## src/rtl/weight_fetch_scheduler.sv

```systemverilog
// weight_fetch_scheduler
//   Sequences the weight fetches for one layer. A sweep walks the output
//   depth two at a time (a PE pair). For each pair it walks the full input
//   depth. Every (od, id) element is one request to the weight memory
//   controller, followed by a wait for that controller's acknowledge.
//
// Parameters
//   OD_W : width of the output-depth count and index (default 8)
//   ID_W : width of the input-depth count and index  (default 4)
//
// Ports
//   clk                 : clock, rising edge
//   reset               : asynchronous, active-high reset
//   start_i             : begins a sweep; only honoured while idle
//   total_od_i          : output-depth count, latched on accepted start
//   total_id_i          : input-depth count, latched on accepted start
//   pe_ready_i          : the PE pair can take a new weight pair
//   weight_valid_i      : read-complete acknowledge from the memory controller
//   weight_main_valid_o : one-cycle fetch request
//   weight_od1_o        : first output-depth index of the requested pair
//   weight_id_o         : input-depth index of the request
//   pair_valid_o        : second slot (od1+1) is a real output depth
//   busy_o              : a sweep is in progress
//   done_o              : one-cycle pulse at the end of a sweep
//   stall_cnt_o         : (WFS_STALL_CNT_EN only) saturating count of the
//                         ISSUE cycles spent with pe_ready_i low
//
// Build option
//   WFS_STALL_CNT_EN : adds the stall_cnt_o port and its counter.
module weight_fetch_scheduler #(
  parameter int unsigned OD_W = 8,
  parameter int unsigned ID_W = 4
) (
  input  logic            clk,
  input  logic            reset,
  input  logic            start_i,
  input  logic [OD_W-1:0] total_od_i,
  input  logic [ID_W-1:0] total_id_i,
  input  logic            pe_ready_i,
  input  logic            weight_valid_i,
  output logic            weight_main_valid_o,
  output logic [OD_W-1:0] weight_od1_o,
  output logic [ID_W-1:0] weight_id_o,
  output logic            pair_valid_o,
  output logic            busy_o,
  output logic            done_o
`ifdef WFS_STALL_CNT_EN
  ,
  output logic [15:0]     stall_cnt_o
`endif
);

  typedef enum logic [1:0] {IDLE, ISSUE, WAIT, DONE} state_t;

  state_t          state_q, state_d;
  logic [OD_W-1:0] od_q, od_d, tot_od_q, tot_od_d;
  logic [ID_W-1:0] id_q, id_d, tot_id_q, tot_id_d;

  // The od arithmetic is one bit wider than the count, so od+2 cannot wrap
  // when total_od is at its maximum value.
  logic [OD_W:0]   od_plus1, od_plus2;
  logic [ID_W:0]   id_plus1;
  logic            id_last, od_last;

  assign od_plus1 = {1'b0, od_q} + (OD_W+1)'(1);
  assign od_plus2 = {1'b0, od_q} + (OD_W+1)'(2);
  assign id_plus1 = {1'b0, id_q} + (ID_W+1)'(1);
  assign id_last  = (id_plus1 == {1'b0, tot_id_q});
  assign od_last  = (od_plus2 >= {1'b0, tot_od_q});

  always_ff @(posedge clk or posedge reset) begin
    if (reset) begin
      state_q  <= IDLE;
      od_q     <= '0;
      id_q     <= '0;
      tot_od_q <= '0;
      tot_id_q <= '0;
    end else begin
      state_q  <= state_d;
      od_q     <= od_d;
      id_q     <= id_d;
      tot_od_q <= tot_od_d;
      tot_id_q <= tot_id_d;
    end
  end

  always_comb begin
    state_d             = state_q;
    od_d                = od_q;
    id_d                = id_q;
    tot_od_d            = tot_od_q;
    tot_id_d            = tot_id_q;
    weight_main_valid_o = 1'b0;
    unique case (state_q)
      IDLE: begin
        if (start_i) begin
          tot_od_d = total_od_i;
          tot_id_d = total_id_i;
          od_d     = '0;
          id_d     = '0;
          state_d  = (total_od_i != '0 && total_id_i != '0) ? ISSUE : DONE;
        end
      end
      ISSUE: begin
        weight_main_valid_o = pe_ready_i;
        if (pe_ready_i) state_d = WAIT;
      end
      WAIT: begin
        if (weight_valid_i) begin
          // The final element leaves the counters on the last pair, so the
          // indices never pass total_od.
          if (id_last && od_last) begin
            state_d = DONE;
          end else begin
            state_d = ISSUE;
            if (id_last) begin
              id_d = '0;
              od_d = od_plus2[OD_W-1:0];
            end else begin
              id_d = id_plus1[ID_W-1:0];
            end
          end
        end
      end
      DONE:    state_d = IDLE;
      default: state_d = IDLE;
    endcase
  end

  assign weight_od1_o = od_q;
  assign weight_id_o  = id_q;
  assign pair_valid_o = (od_plus1 < {1'b0, tot_od_q});
  assign busy_o       = (state_q == ISSUE) || (state_q == WAIT);
  assign done_o       = (state_q == DONE);

`ifdef WFS_STALL_CNT_EN
  logic [15:0] stall_q;

  always_ff @(posedge clk or posedge reset) begin
    if (reset) begin
      stall_q <= '0;
    end else if (state_q == IDLE && start_i) begin
      stall_q <= '0;
    end else if (state_q == ISSUE && !pe_ready_i && stall_q != '1) begin
      stall_q <= stall_q + 16'd1;
    end
  end

  assign stall_cnt_o = stall_q;
`endif

endmodule

```

## config.mk

```make
export PLATFORM = sky130hd
export DESIGN_NAME = weight_fetch_scheduler
export DESIGN_NICKNAME = d
export VERILOG_FILES = /design/src/rtl/weight_fetch_scheduler.sv
export SDC_FILE = /design/constraint.sdc
export NUM_CORES = 1
export LEC_CHECK = 0
export ABC_AREA = 1
export CORE_MARGIN = 1.5
export CORE_UTILIZATION = 45
export CTS_CLUSTER_SIZE = 12
export DETAILED_ROUTE_END_ITERATION = 6
export PLACE_DENSITY = 0.68
export SLEW_MARGIN = 20
export SYNTH_ARGS = -nofsm -noshare
export SYNTH_HDL_FRONTEND = slang
export SYNTH_SLANG_ARGS = --single-unit
```

## constraint.sdc

```tcl
create_clock -name clk -period 3.3 [get_ports clk]
set_input_delay 0.495 -clock clk [delete_from_list [all_inputs] [get_ports clk]]
set_output_delay 0.495 -clock clk [all_outputs]
set_load 0.005 [all_outputs]
```

# Word level (Yosys, flattened, before mapping)
# Cells that the tools add are included.
[op_classes]
add_sub_neg = 3
mul = 0
div = 0
order_cmp = 2
eq_ne = 9
n_shift = 0
n_mux = 17
bitwise = 0
reduce_logical = 11
[ops]
columns = ["op", "count"]
rows = [
  ["8-bit 2-to-1 mux", 4],
  ["4-bit 2-to-1 mux", 4],
  ["8-bit one-hot mux with 2 select lines", 1],
  ["2-bit 2-to-1 mux", 5],
  ["2-bit != test (second input constant)", 5],
  ["8-bit by 1-bit adder with 9-bit output (second input constant)", 1],
  ["8-bit by 2-bit adder with 9-bit output (second input constant)", 1],
  ["9-bit by 8-bit >= comparator with 1-bit output", 1],
  ["9-bit by 8-bit < comparator with 1-bit output", 1],
  ["2-bit one-hot mux with 4 select lines", 1],
  ["4-bit one-hot mux with 2 select lines", 1],
  ["8-bit nonzero test", 1],
  ["4-bit by 1-bit adder with 5-bit output (second input constant)", 1],
  ["5-bit by 4-bit equality test with 1-bit output", 1],
  ["5-bit AND reduction", 1],
  ["2-bit equality test (second input constant)", 2],
  ["4-bit AND reduction", 1],
  ["4-bit nonzero test", 1],
  ["3-bit AND reduction", 1],
  ["2-bit by 1-bit equality test with 1-bit output (second input constant)", 1],
  ["1-bit logical AND", 2],
  ["2-bit logical NOT", 1],
  ["2-bit AND reduction", 1],
  ["2-bit nonzero test", 1],
  ["other kinds (2)", 2],
]
[word_totals]
ff_bits = 26
latch_bits = 0
ram_bits = 0
rom_bits = 0
output_inout_bits = 16
elab_cells = 47
n_memories = 0

# Depth between registers and ports, before layout
# Gate-level depths: netlist of the first run.
[logic_depth]
depth_word = 6
depth_mapped = 16
depth_no_buf = 16

# Worst setup path after synthesis of the first run
# No wires, ideal clock.
[synth_path]
path_type = "register -> register"
from = "register od_q[1], in the netlist weight_od1_o[1]"
to = "register od_q[4], in the netlist weight_od1_o[4]"
setup_time_ns = 0.117
arrival_time_ns = 2.012
required_ns = 3.183
slack_ns = 1.171
stages_incl_launch_ff = 16
n_path_buf = 0
synth_period_minus_slack_ns = 2.129
cell_sequence = "dfrtp_1 inv_1 nor2_2 nand3_1 xor2_1 inv_1 ha_1 a21o_1 nand3_1 nand2_1 nor2_1 nand2_1 nand2_4 nand3_4 nand2_1 nand2_1"
[synth_between]
elab_chain_cells = 5
elab_cells_between_ends = 9
cone_classes = "1 x add/sub; 1 x order compare; 1 x eq/ne; 4 x mux; 2 x reduce/logical"
[synth_rtl]
columns = ["item", "line", "text"]
rows = [
  ["from (decl)", "56", "logic [OD_W-1:0] od_q, od_d, tot_od_q, tot_od_d;"],
  ["from (signal assigned)", "74", "od_q <= '0;"],
  ["from (signal assigned)", "80", "od_q <= od_d;"],
  ["8-bit by 2-bit adder with 9-bit output *", "66", "assign od_plus2 = {1'b0, od_q} + (OD_W+1)'(2);"],
  ["9-bit by 8-bit >= comparator with 1-bit output or 8-bit 2-to-1 mux (tied branches)", "69, 116", ""],
  ["1-bit logical AND or 8-bit 2-to-1 mux (tied branches)", "112", "if (id_last && od_last) begin"],
  ["2-bit != test (no source line) or 8-bit 2-to-1 mux (tied branches)", "--", ""],
  ["5-bit AND reduction (no source line) or 8-bit one-hot mux with 2 select lines (tied branches)", "--", ""],
]
# Every way passes the cells marked *; elsewhere a longest branch is shown, timed or not. The select of a mux whose other input is x is not followed.
# A chain may end at the register's enable or synchronous reset.

# Worst setup path after layout of the first run
[layout_path]
from = "register od_q[4], in the netlist weight_od1_o[4]"
to = "output port pair_valid_o"
[layout_between]
elab_chain_cells = 2
[layout_rtl]
columns = ["item", "line", "text"]
rows = [
  ["8-bit by 1-bit adder with 9-bit output", "65", "assign od_plus1 = {1'b0, od_q} + (OD_W+1)'(1);"],
  ["9-bit by 8-bit < comparator with 1-bit output", "132", "assign pair_valid_o = (od_plus1 < {1'b0, tot_od_q});"],
  ["to (decl)", "44", "output logic pair_valid_o,"],
]
# Every way passes these cells.

==> results of run 1 <==
cell type report:
type | instances | area [um^2] | area share
multi-input combinational | 168 | 1031 | 0.4650
sequential | 25 | 625.6 | 0.2822
timing repair buffer | 31 | 310.3 | 0.1400
inverter | 38 | 142.6 | 0.06433
tap | 50 | 62.56 | 0.02822
clock buffer | 4 | 45.04 | 0.02032
how the worst max path moves through the flow:
stage / end / slack, ns / depth (start not counted)
global placement: weight_od1_o[1]$_DFFE_PP0P_ / 1.00 / 15
global route: pair_valid_o / 0.63 / 8
floorplan: weight_od1_o[4]$_DFFE_PP0P_ / 1.17 / 15
detailed placement: weight_od1_o[4]$_DFFE_PP0P_ / 0.98 / 15
finish: pair_valid_o / 0.77 / 7
CTS: pair_valid_o / 0.75 / 8
layer usage:
metal / global-route usage / vias up / wire, um
met4: 0.05357 / 0 / 25
met5: 0 / - / 0
met3: 0.02027 / 2 / 125
met2: 0.2750 / 35 / 1516
li1: - / 824 / -
met1: 0.2602 / 659 / 1809
power by group:
group / internal (mW) / switching [mW]
Sequential: 0.398 / 0.0617
Combinational: 0.284 / 0.417
Clock: 0.0864 / 0.0971
Total: 0.768 / 0.576
cell usage in the layout (no fill, tap or decap), types with 2 or more instances in the layout:
cell type | Yosys | layout
clkbuf_8 | 0 | 3
a21o_1 | 3 | 3
o21ai_1 | 4 | 4
clkdlybuf4s50_1 | 0 | 31
o21ai_0 | 12 | 12
dfrtp_1 | 25 | 25
inv_1 | 38 | 37
nand4_1 | 11 | 11
mux2_2 | 2 | 2
nand2_1 | 58 | 58
a21oi_1 | 8 | 8
ha_1 | 21 | 21
nor2_1 | 16 | 16
nand3_1 | 10 | 10
nor3_1 | 2 | 2
xor2_1 | 4 | 4
nand2_4 | 4 | 4
tightest hold or removal path, stage by stage (launching register included):
cell and delay (ns):
dfrtp_1 0.35, nand2_1 0.05, o21ai_0 0.06
kinds of logic (layout without fill, tap and decap cells):
| group | after synthesis | count (layout) | synth area share |
|---|---|---|---|
| other | 1 | 1 | 0.002039 |
| multiplexers | 2 | 2 | 0.01224 |
| buffers and inverters | 45 | 73 | 0.09932 |
| adder cells (fa/ha/maj) | 21 | 21 | 0.1429 |
| XOR/XNOR | 4 | 4 | 0.01905 |
| AND/OR/NAND/NOR | 109 | 109 | 0.2898 |
| AO/OA/AOI/OAI | 31 | 31 | 0.09456 |
| flip-flops | 25 | 25 | 0.3401 |
registers in the layout, indices dropped and copies added (netlist names):
signal,cells
state_q,2
tot_id_q,4
tot_od_q,8
weight_od1_o,7
weight_id_o,4
metrics by stage:
stage	setup slack, ns	power [mW]	cell area [um^2]	std cells	hold WS (ns)
floorplan	1.171	0.9698	1839	238	0.4530
global placement	1.004	1.155	2172	312	0.4658
detailed placement	0.9761	1.165	2172	312	0.4735
CTS	0.7458	1.356	2217	316	0.4953
global route	0.6307	1.483	2217	316	0.5259
finish	0.7653	1.344	2217	316	0.4895
==> flow_summary_export.csv, run 1 <==
group,metric,value,unit
run_status,status,"completed",
timing,tightest_slew,0.8988,ns
logic_synthesis,postSynthAreaPerCell,7.728,um^2
setup_path,cp_slowest_cell,"clkdlybuf4s50_1",
setup_path,required,2.80,ns
timing,hold_viol_final,0,
clock_tree,post_cts_buffers,0,
routing,dr.pass1.iters,4,
floorplanning,die_h,66.93,um
routing,via_per_inst,4.810,
logic_synthesis,synth_flop_cell,"dfrtp_1",
logic_synthesis,yosysUniqueCellTypes,32,
floorplanning,start_util,0.4631,
setup_path,worstReg2RegStart,"weight_od1_o[3]$_DFFE_PP0P_",
clock_tree,htreeDepth,1,
cells_and_area,fin_util,0.5583,
clock_tree,clock_sink_count,25,
timing,fin_crit,2.535,ns
floorplanning,dieArea,0.004480,mm^2
clock_tree,cts_resized,0,
power_and_ir_drop,ir_drop,0.3483,mV
logic_synthesis,synth-seq-cells,25,
setup_path,crit_start,"weight_od1_o[4]$_DFFE_PP0P_",
cells_and_area,drive_above_1_share,0.06391,
placed_design,placement.io_buffers,31,
logic_synthesis,synth_nets,276,
logic_synthesis,synth_edf_count,0,
power_and_ir_drop,p_per_area,606.3,mW/mm^2
setup_path,path_cells,"ha_1 > nand2_1 > nor2_1 > a211oi_1 > o21ai_0 > nor2_1 > clkdlybuf4s50_1",
cells_and_area,diodes,0,
clock_tree,cts_hold_buffers,0,
global_routing,grt_pass1_vias,1395,
power_and_ir_drop,power.leakage,1.196,nW
floorplanning,design.core.area,0.003971,mm^2
floorplanning,rows,23,
flow_run,maxCapViolations,0,
setup_path,crit_family,"buffers and inverters",
setup_path,regToRegSetupSlack,0.94,ns
routing,drc,0,
setup_path,r2r_cells,15,
setup_path,critPathLaunchType,"flop",
setup_path,cp-end-kind,"output port",
routing,wl,3.476,mm
logic_synthesis,synth_top_area_cell,"dfrtp_1",
global_routing,grt_usage,0.1784,
global_routing,antenna_found_initial,0,
logic_synthesis,yosys_warnings,0,
setup_path,critPathMaxFanout,7,
logic_synthesis,syn_area,0.001839,mm^2
setup_path,critPathKind,"flop to output port",
routing,drt-initial-drc-count,70,
routing,wl_per_cell,11.00,um
hold_path,worstHoldStart,"tot_od_q[1]$_DFFE_PP0P_",
timing,period_share,0.7681,
logic_synthesis,ys_async_sr_fraction,1.000,
setup_path,worst_path_most_repeated_cell,"nor2_1",
cells_and_area,areaGrowthSynthToFinish,20.54,%
global_routing,grt_max_degree,26,
clock_tree,clk_latency,0.27,ns
placed_design,dp_hpwl,2.764,mm
cells_and_area,fillers,380,
setup_path,cp.arrival,2.04,ns
routing,ant_nets,0,
timing,maxSlewHeadroom,0.3971,
cells_and_area,final_net_count,305,
timing,rsz0062_at_grt,"false",
timing,fmax,394.5,MHz
placed_design,place.gp.congestion,0.8543,
timing,drv_slew,0,
logic_synthesis,synthTopCellsByCount,"nand2_1, inv_1, dfrtp_1",
global_routing,grt-ovfl-total,0,
floorplanning,num_io_pins,33,
logic_synthesis,netlist_instances,238,
timing,skew,0.003990,ns
setup_path,crit_buf_inv,1,
clock_tree,path_clk_slew,0.09,ns
logic_synthesis,yosys-top-cells-area,"dfrtp_1, ha_1, nand2_1",
routing,num_vias,1520,
clock_tree,numCtsBuffers,3,
hold_path,hold_depth,2,
timing,fin_setup_tns,0,ns
floorplanning,die_width,66.93,um
timing,finalSetupViolations,0,
setup_path,cpPeakStageDelay,0.50,ns
setup_path,rr_endpoint,"weight_od1_o[4]$_DFFE_PP0P_",
logic_synthesis,synth-seq-area-share,0.3401,
global_routing,grt_first_pass_wirelength,6.120,mm
logic_synthesis,post-synth-top-count-cell,"nand2_1",
clock_tree,clockBufferDepth,2,
logic_synthesis,synth_top_area_share,0.3401,
clock_tree,cts-root-buf,"clkbuf_8",
hold_path,hold_end,"tot_od_q[1]$_DFFE_PP0P_",
clock_tree,cts_tree,"built",
hold_path,hp-class,"flop to flop",
Note: power is estimated with default switching activity, not from simulation.
==> inputs of run 2 (changes only) <==
- PLACE_DENSITY: 0.68 -> 0.71
- clock period: 3.3 -> 2.17 ns (I/O delays scaled with it)
==> flow_summary_export.csv, run 2 (synthesis gave the netlist of run 1 again) <==
group,metric,value,unit
run_status,status,"finished, violations left",
run_status,failed_checks,"setup timing",
clock_tree,htreeDepth,1,
clock_tree,clockBufferDepth,2,
routing,num_vias,1775,
global_routing,grt_pass1_vias,1681,
global_routing,grtUsageMet3,0.03547,
setup_path,cp_slowest_cell,"dfrtp_2",
flow_run,maxCapViolations,0,
floorplanning,num_io_pins,33,
routing,ant_nets,0,
power_and_ir_drop,swShare,0.4436,
setup_path,required,2.39,ns
global_routing,globalRouteMet2Util,0.3638,
cells_and_area,final_cell_mix,"nand2_1, inv_1, clkdlybuf4s50_1, buf_4, dfrtp_1",
placed_design,placement.io_buffers,31,
routing,dr.pass1.iters,4,
hold_path,hp-class,"input port to async pin",
placed_design,dp_hpwl,3.128,mm
timing,drv_slew,0,
cells_and_area,diodes,0,
timing,maxSlewHeadroom,0.6020,
routing,wl,4.661,mm
timing,fin_hold_ws,0.3838,ns
power_and_ir_drop,power.leakage,1.344,nW
floorplanning,start_util,0.4631,
power_and_ir_drop,switchingPower,970.6,uW
floorplanning,rows,23,
power_and_ir_drop,p_per_area,864.3,mW/mm^2
clock_tree,clock_sink_count,25,
cells_and_area,fillers,342,
cells_and_area,areaGrowthSynthToFinish,37.62,%
cells_and_area,final_net_count,330,
global_routing,grt_util_met1,0.2798,
power_and_ir_drop,internal_power,1.217,mW
cells_and_area,final_cells,341,
cells_and_area,top_register,"tot_od_q",
global_routing,grt_max_degree,26,
global_routing,grt_first_pass_wirelength,7.410,mm
routing,drt-initial-drc-count,72,
timing,fmax,430.1,MHz
global_routing,antenna_found_initial,0,
timing,fin_setup_tns,-1.114,ns
clock_tree,clk_latency,0.28,ns
timing,fin_crit,2.325,ns
routing,via_per_inst,5.205,
timing,skew,0.008448,ns
power_and_ir_drop,ir_drop,0.4845,mV
placed_design,place.gp.congestion,0.8371,
setup_path,regToRegSetupSlack,-0.15,ns
setup_path,cp.arrival,2.54,ns
setup_path,cp-end-kind,"flop",
timing,tightest_slew,0.5971,ns
timing,rsz0062_at_grt,"true",
timing,finalSetupViolations,12,
clock_tree,cts_hold_buffers,0,
setup_path,critPathMaxFanout,7,
clock_tree,numCtsBuffers,3,
power_and_ir_drop,clockPowerShare,0.134,
timing,hold_viol_final,0,
cells_and_area,drive_above_1_share,0.2371,
power_and_ir_drop,p_comb_frac,0.549,
floorplanning,die_width,66.93,um
power_and_ir_drop,seq_power_share,0.317,
clock_tree,cts-root-buf,"clkbuf_8",
cells_and_area,largest_register_ffs,8,
global_routing,grt-ovfl-total,0,
clock_tree,cts_tree,"built",
routing,wl_per_cell,13.67,um
clock_tree,path_clk_slew,0.09,ns
placed_design,dp.cells,321,
setup_path,worst_path_most_repeated_cell,"nor2_1",
global_routing,grt_usage,0.2185,
floorplanning,die_h,66.93,um
routing,drc,0,
setup_path,critPathLaunchType,"flop",
floorplanning,design.core.area,0.003971,mm^2
setup_path,cpPeakStageDelay,0.46,ns
setup_path,path_cells,"ha_4 > buf_4 > xor2_2 > ha_1 > nand2_2 > a21oi_2 > nor2_1 > nor2_1 > nor2_1 > nand2_1 > nand2_4 > buf_6 > nand4_1 > nand2_1",
timing,period_share,1.071,
timing,finalWorstSetupSlack,-0.1548,ns
setup_path,critPathKind,"flop to flop",
cells_and_area,final_common_cell,"nand2_1",
floorplanning,dieArea,0.004480,mm^2
global_routing,busiest_layer,"met2",
==> run 2: changes by cell type in the layout (fill, tap and decap cells not counted), moves of 3 or more <==
cell / previous run / this run
dfrtp_1: 25 / 22
buf_4: 0 / 23
ha_1: 21 / 18
nand2_1: 58 / 50
nand2_2: 1 / 8
inv_2: 0 / 3
ha_4: 0 / 3
dfrtp_2: 0 / 3
xor2_1: 4 / 0
xor2_2: 0 / 4
==> run 2: what timing repair did <==
item	4_1_cts	5_1_grt
buffers inserted	13	3
gates resized for setup	18	18
setup endpoints to repair	12	13
cloned	0	0
pin swaps	11	18
==> run 2: final cells by class <==
class | count | area [um^2] | share of cell area
multi-input cells | 168 | 1151 | 0.4548
flip-flops and latches | 25 | 629.4 | 0.2486
repair buffers | 56 | 500.5 | 0.1977
inverters | 38 | 142.6 | 0.05635
well taps | 50 | 62.56 | 0.02472
clock buffers | 4 | 45.04 | 0.01780
==> run 2: final timing paths <==
check	startpoint	endpoint	cells past startpoint
setup / recovery	weight_od1_o[2]$_DFFE_PP0P_	weight_od1_o[7]$_DFFE_PP0P_	14
hold / removal	reset	weight_id_o[3]$_DFFE_PP0P_	3
setup reg to reg	weight_od1_o[2]$_DFFE_PP0P_	weight_od1_o[7]$_DFFE_PP0P_	14
hold reg to reg	tot_od_q[2]$_DFFE_PP0P_	tot_od_q[2]$_DFFE_PP0P_	2
max in group asynchronous	reset	weight_od1_o[1]$_DFFE_PP0P_	3
min in group clk	tot_od_q[2]$_DFFE_PP0P_	tot_od_q[2]$_DFFE_PP0P_	2
==> run 2: worst max-delay path: cells and delay by family (launching register included) <==
family | cells | cell delay (ns)
AOI/OAI and AO/OA | 1 | 0.04
xor gates and xnor gates | 1 | 0.22
adders and majority gates | 2 | 0.48
buffers and inverters | 2 | 0.28
DFF | 1 | 0.46
and+or+nand+nor | 8 | 0.79
==> run 2: power groups by stage <==
stage,registers [mW],logic [mW],clock network (mW)
after floorplan,0.686,0.789,0
after global placement,0.697,1.11,0
after detailed placement,0.702,1.14,0
after CTS,0.695,1.16,0.291
after global routing,0.716,1.38,0.313
final,0.695,1.20,0.292
==> run 2: metrics by stage <==
stage                     worst slack, ns    util  instance area, um^2  power [mW]
after CTS                        -0.04796  0.6172                 2451       2.147
after detailed placement         -0.09159  0.5640                 2240       1.838
after global routing              -0.2264  0.6374                 2531       2.408
after global placement           -0.05886  0.5640                 2240       1.804
after floorplan                   0.04091       -                 1839       1.475
final                             -0.1548  0.6374                 2531       2.188
==> run 2: layer usage <==
metal  part of all wire  wire (um)  vias to the layer above
met5                  0          0                        -
met4              0.030        140                        0
met3              0.051        237                       17
met2               0.49       2269                       55
met1               0.43       2013                      835
li1                   -          -                      868
